[config.mk]
export PLATFORM = sky130hd
export DESIGN_NAME = wt_dcache_refill_assembler
export DESIGN_NICKNAME = d
export VERILOG_FILES = /design/src/rtl/wt_cache_pkg.sv /design/src/rtl/wt_refill_beat_slot_wr.sv /design/src/rtl/wt_dcache_refill_assembler.sv
export SDC_FILE = /design/constraint.sdc
export NUM_CORES = 1
export LEC_CHECK = 0
export ABC_CLOCK_PERIOD_IN_PS = 2200
export CAP_MARGIN = 20
export CORE_ASPECT_RATIO = 1.25
export CORE_MARGIN = 2
export CORE_UTILIZATION = 47
export DETAILED_ROUTE_END_ITERATION = 7
export GPL_ROUTABILITY_DRIVEN = 0
export GPL_TIMING_DRIVEN = 0
export MAX_ROUTING_LAYER = met4
export PLACE_DENSITY = 0.83
export SLEW_MARGIN = 20
export SYNTH_ARGS = -nofsm -noshare
export SYNTH_HDL_FRONTEND = slang
export SYNTH_SLANG_ARGS = --single-unit
[constraint.sdc]
create_clock -name clk_i -period 2.2 [get_ports clk_i]
set_input_delay 0.33 -clock clk_i [delete_from_list [all_inputs] [get_ports clk_i]]
set_output_delay 0.33 -clock clk_i [all_outputs]
set_load 0.01 [all_outputs]
[src/rtl/wt_cache_pkg.sv]
// Shared types and derived sizes for the WT dcache refill path.
// Defaults follow the configured 128-bit line / 64-bit bus.
package wt_cache_pkg;

    localparam int unsigned CFG_LINE_WIDTH = 128;
    localparam int unsigned CFG_BEAT_WIDTH = 64;
    localparam int unsigned NUM_BEATS      = CFG_LINE_WIDTH / CFG_BEAT_WIDTH;
    localparam int unsigned IDX_W          = (NUM_BEATS > 1) ? $clog2(NUM_BEATS) : 1;

    typedef enum logic [1:0] {
        REFILL_IDLE  = 2'd0,
        REFILL_FILL  = 2'd1,
        REFILL_DRAIN = 2'd2
    } refill_state_e;

endpackage

[src/rtl/wt_refill_beat_slot_wr.sv]
// Decodes the current write index into one-hot write enables for the
// beat slots of the line register.
module wt_refill_beat_slot_wr #(
    parameter int unsigned NUM_BEATS = 2,
    parameter int unsigned IDX_W     = 1
) (
    input  logic             wr_en_i,
    input  logic [IDX_W-1:0] wr_idx_i,
    output logic [NUM_BEATS-1:0] slot_we_o
);

    always_comb begin
        slot_we_o = '0;
        for (int k = 0; k < NUM_BEATS; k++) begin
            slot_we_o[k] = wr_en_i && (wr_idx_i == IDX_W'(k));
        end
    end

endmodule

[src/rtl/wt_dcache_refill_assembler.sv]
// Collects critical-word-first refill beats into a line-aligned cacheline,
// forwards the critical beat early and hands the line to the fill port.
module wt_dcache_refill_assembler #(
    parameter int unsigned LINE_WIDTH = 128,
    parameter int unsigned BEAT_WIDTH = 64,
    parameter int unsigned TID_WIDTH  = 2,
    localparam int unsigned NUM_BEATS = LINE_WIDTH / BEAT_WIDTH,
    localparam int unsigned IDX_W     = (NUM_BEATS > 1) ? $clog2(NUM_BEATS) : 1
) (
    input  logic                  clk_i,
    input  logic                  rst_i,
    input  logic                  req_valid_i,
    output logic                  req_ready_o,
    input  logic [TID_WIDTH-1:0]  req_tid_i,
    input  logic [IDX_W-1:0]      req_beat_idx_i,
    input  logic                  beat_valid_i,
    output logic                  beat_ready_o,
    input  logic [TID_WIDTH-1:0]  beat_tid_i,
    input  logic [BEAT_WIDTH-1:0] beat_data_i,
    input  logic                  beat_err_i,
    output logic                  crit_valid_o,
    output logic [BEAT_WIDTH-1:0] crit_data_o,
    output logic                  line_valid_o,
    input  logic                  line_ready_i,
    output logic [LINE_WIDTH-1:0] line_data_o,
    output logic [TID_WIDTH-1:0]  line_tid_o,
    output logic                  line_err_o,
    output logic                  busy_o
);

    import wt_cache_pkg::*;

    refill_state_e         state_q, state_d;
    logic [TID_WIDTH-1:0]  tid_q, tid_d;
    logic [IDX_W-1:0]      wr_idx_q, wr_idx_d;
    logic [IDX_W-1:0]      cnt_q, cnt_d;
    logic                  err_q, err_d;
    logic                  crit_valid_q, crit_valid_d;
    logic [BEAT_WIDTH-1:0] crit_data_q, crit_data_d;
    logic [LINE_WIDTH-1:0] line_q;
    logic                  beat_wr_en;
    logic [NUM_BEATS-1:0]  slot_we;

    wt_refill_beat_slot_wr #(
        .NUM_BEATS (NUM_BEATS),
        .IDX_W     (IDX_W)
    ) i_slot_wr (
        .wr_en_i   (beat_wr_en),
        .wr_idx_i  (wr_idx_q),
        .slot_we_o (slot_we)
    );

    always_comb begin
        state_d      = state_q;
        tid_d        = tid_q;
        wr_idx_d     = wr_idx_q;
        cnt_d        = cnt_q;
        err_d        = err_q;
        crit_valid_d = 1'b0;
        crit_data_d  = crit_data_q;
        beat_wr_en   = 1'b0;
        req_ready_o  = 1'b0;
        beat_ready_o = 1'b0;
        line_valid_o = 1'b0;

        case (state_q)
            REFILL_IDLE: begin
                req_ready_o = 1'b1;
                if (req_valid_i) begin
                    tid_d    = req_tid_i;
                    wr_idx_d = req_beat_idx_i;
                    cnt_d    = '0;
                    err_d    = 1'b0;
                    state_d  = REFILL_FILL;
                end
            end
            REFILL_FILL: begin
                beat_ready_o = 1'b1;
                if (beat_valid_i) begin
                    if (beat_tid_i == tid_q) begin
                        beat_wr_en = 1'b1;
                        wr_idx_d   = wr_idx_q + IDX_W'(1);
                        cnt_d      = cnt_q + IDX_W'(1);
                        err_d      = err_q | beat_err_i;
                        if (cnt_q == '0) begin
                            crit_valid_d = 1'b1;
                            crit_data_d  = beat_data_i;
                        end
                        if (cnt_q == IDX_W'(NUM_BEATS - 1)) begin
                            state_d = REFILL_DRAIN;
                        end
                    end else begin
                        // Stray beat from another transaction: swallow it, flag the line.
                        err_d = 1'b1;
                    end
                end
            end
            REFILL_DRAIN: begin
                line_valid_o = 1'b1;
                if (line_ready_i) begin
                    state_d = REFILL_IDLE;
                end
            end
            default: state_d = REFILL_IDLE;
        endcase
    end

    always_ff @(posedge clk_i) begin
        if (rst_i) begin
            state_q      <= REFILL_IDLE;
            tid_q        <= '0;
            wr_idx_q     <= '0;
            cnt_q        <= '0;
            err_q        <= 1'b0;
            crit_valid_q <= 1'b0;
            crit_data_q  <= '0;
            line_q       <= '0;
        end else begin
            state_q      <= state_d;
            tid_q        <= tid_d;
            wr_idx_q     <= wr_idx_d;
            cnt_q        <= cnt_d;
            err_q        <= err_d;
            crit_valid_q <= crit_valid_d;
            crit_data_q  <= crit_data_d;
            for (int k = 0; k < NUM_BEATS; k++) begin
                if (slot_we[k]) begin
                    line_q[k*BEAT_WIDTH +: BEAT_WIDTH] <= beat_data_i;
                end
            end
        end
    end

    assign crit_valid_o = crit_valid_q;
    assign crit_data_o  = crit_data_q;
    assign line_data_o  = line_q;
    assign line_tid_o   = tid_q;
    assign line_err_o   = err_q;
    assign busy_o       = (state_q != REFILL_IDLE);

endmodule

==> summary.txt <==
Status
  • Outcome: completed

Die
  • FP Rows: 50
  • Die Wd: 113 µm
  • Core Area: 14800 µm²
  • I/O pin total: 275
  • Die ar.: 16000 µm²
  • Initial Utilization: 47.5%
  • Die height: 141 µm

Power and ir drop
  • Power Total: 7.36 mW
  • VDD IR-drop max: 0.465 mV
  • Power per cell area: 695 nW/µm²
  • Leakage: 3.58 nW

Detailed routing
  • ANT nets after route: 0
  • WL final: 22.5 mm
  • # DRC: 0
  • Drt initial violations: 419
  • Wire per inst: 16.3 µm
  • Via density: 5.15
  • First drt pass iteration count: 6
  • Vias: 7085

GRT
  • Gr usage total: 28.7%
  • Vias in the first global route: 6764
  • Gr ovfl total: 0
  • Antenna violations before repair: 0
  • Largest net degree at the start of global routing: 17
  • First-pass GRT wire length: 35.0 mm

Critical path
  • R2R Path Start: line_tid_o[1]
  • Critical Path AT: 1.72 ns
  • Critical path type: reg2out
  • CP max stage delay: 0.59 ns
  • Crit path cell chain: buf_2, nor2_2, clkdlybuf4s50_1
  • Reg2reg path depth: 5
  • Slowest-stage cell, CP: clkdlybuf4s50_1
  • R2R Setup Slk: 0.20 ns
  • RR Endpoint: line_data_o[14]
  • Nature of the critical path startpoint: flip-flop
  • Crit path capture type: output port
  • CP Data Required Time: 1.87 ns
  • CP Max Fanout: 9
  • CP delay by family, top: buffers and inverters
  • WP buf/inv: 2

Layout
  • Fillcell total: 1164
  • Multi-input logic area: 2700 µm²
  • Ant. Diodes: 0
  • Register area: 4000 µm²
  • Nets: 1257
  • Layout cells sized above 1: 5.61%
  • Syn-to-layout area delta: 50.3%

Min path
  • Worst Hold End: crit_data_o[8]
  • Hold depth: 2
  • Critical hold path startpoint: crit_data_o[8]
  • Min-delay worst type: reg2reg

Clocking
  • Setup Fix Bufs, Post-CTS: 0
  • Htree depth: 4
  • Clock sink count: 200
  • CTS max path bufs: 2
  • Clk Latency, worst-skew pair: 0.43 ns
  • CTS root buf: clkbuf_16
  • Cts bufs inserted: 17
  • CTS Hold Bufs: 0
  • Clock-pin slew on the worst setup and hold paths: 0.06 ns
  • TritonCTS clock tree: done

STA
  • Final hold viol count: 0
  • RSZ-0062 raised after global routing: false
  • Setup Skew: 0.00692 ns
  • Final WS setup: 0.148 ns
  • Actual slew at the worst max-slew pin: 0.652 ns
  • Minimum clock period: 2.05 ns
  • F_max: 487 MHz
  • Setup-failing EPs final: 0
  • Max Transition Viols Final: 0
  • Max-Slew Margin vs Limit: 56.6%
  • Crit share post-route: 93.3%

Synthesis
  • Post-Synthesis Cells: 889
  • Synth Warn #: 0
  • Synth top area cells: dfxtp_1 (57%), nand2_1 (21%), a21oi_1 (14%), buf_4 (1.9%), clkbuf_1 (1.5%)
  • Register area share after synthesis: 56.9%
  • Syn_nets: 964
  • Yosys reg bits: 200
  • Syn Area/Cell: 7.92 µm²
  • Synth area leader: dfxtp_1
  • Mapped Area: 7040 µm²
  • Post-synthesis cell type count: 24
  • Share of the synthesized area in the top cell type: 56.9%

Placed design
  • Dpl ws: -0.193 ns
  • PortBufs: 274
  • Post-DP HPWL: 16.7 mm

Flow run
  • MaxCap Viol Count: 0
-- cells by family (layout without fill, tap and decap cells) --
kind of cell	Yosys count	count (layout)	share of synthesized area [%]
simple gates	416	416	23.2
compound gates	204	204	14.7
flops	200	200	56.9
buf+inv	67	373	4.83
xor+xnor	2	2	0.462
-- synth_stat cells --
master      n
nand4_1     1
nand2b_1    3
a31oi_1     1
o32ai_1     1
dfxtp_1   200
buf_2      17
nand3_1     6
o22ai_1     1
buf_4      18
nand2_1   390
nor2b_1     3
and4_1      3
and2_1      1
nor2_1      4
clkbuf_1   29
and3_1      1
a21o_1      1
xnor2_2     2
nor3b_1     1
inv_1       3
o211ai_1    1
a21oi_1   199
nand4_2     2
and2b_1     1
-- where the power goes --
part	total (mW)	switching, mW	internal (mW)
Clock	2.99	1.31	1.68
Combinational	0.649	0.340	0.310
Sequential	3.72	0.0340	3.68
-- worst reg2reg max path: cells and delay by family, from the launching register on --
kind / cells / cell delay [ns]
AOI/OAI and AO/OA: 1 / 0.07
xor gates and xnor gates: 1 / 0.44
and+or+nand+nor: 2 / 0.64
buffers and inverters: 1 / 0.38
DFF: 1 / 0.34
-- cells in the final DEF, fill, tap and decap left out, drive strengths merged, types with 4 or more instances in the layout --
master,count
nand3,6
nand2,390
dfxtp,200
clkbuf,55
clkdlybuf4s50,273
a21oi,199
clkinv,4
buf,35
nor2,4
-- worst max path at each step --
| stage | start | to | cells past startpoint |
|---|---|---|---|
| CTS | state_q[0] | beat_ready_o | 4 |
| floorplan | line_tid_o[1] | line_data_o[10] | 6 |
| global placement | beat_tid_i[1] | line_data_o[13] | 6 |
| detailed placement | beat_tid_i[1] | line_data_o[14] | 6 |
| finish | state_q[0] | req_ready_o | 3 |
| global route | state_q[0] | req_ready_o | 3 |
-- flip-flops by register name, summed over array words and instances, names as in the netlist --
name,cells
line_data_o,128
crit_data_o,64
line_tid_o,2
state_q,2
cnt_q,1
crit_valid_o,1
line_err_o,1
wr_idx_q,1
-- per-stage QoR --
step                      area, µm²  cells  util [%]  setup TNS, ns  hold slack, ns
after floorplan                7040    889         -              0           0.463
after global placement        10000   1345      67.5         -12.20           0.439
final                         10600   1377      71.4              0           0.454
after detailed placement      10000   1345      67.5         -12.59           0.446
after global routing          10600   1377      71.4              0           0.472
after CTS                     10600   1377      71.3              0           0.455
-- layer usage --
layer | track usage (%) | wire [µm]
met5 | - | 0
met4 | 14.2 | 1030
met1 | 32.8 | 8570
met3 | 5.59 | 1390
met2 | 48.2 | 11500
-- final cells by class --
type	instances	share of cell area [%]
Sequential cell	200	37.8
Timing Repair Buffer	274	25.9
Multi-Input combinational cell	622	25.5
Clock buffer	26	4.72
Buffer	64	3.11
Tap cell	182	2.15
Clock inverter	6	0.615
Inverter	3	0.106
-- what timing repair did --
item                       in CTS  in global routing
setup endpoints to repair       2                  1
pin swaps                       0                  0
resized for setup               1                  1
Note: power is estimated with default switching activity, not from simulation.
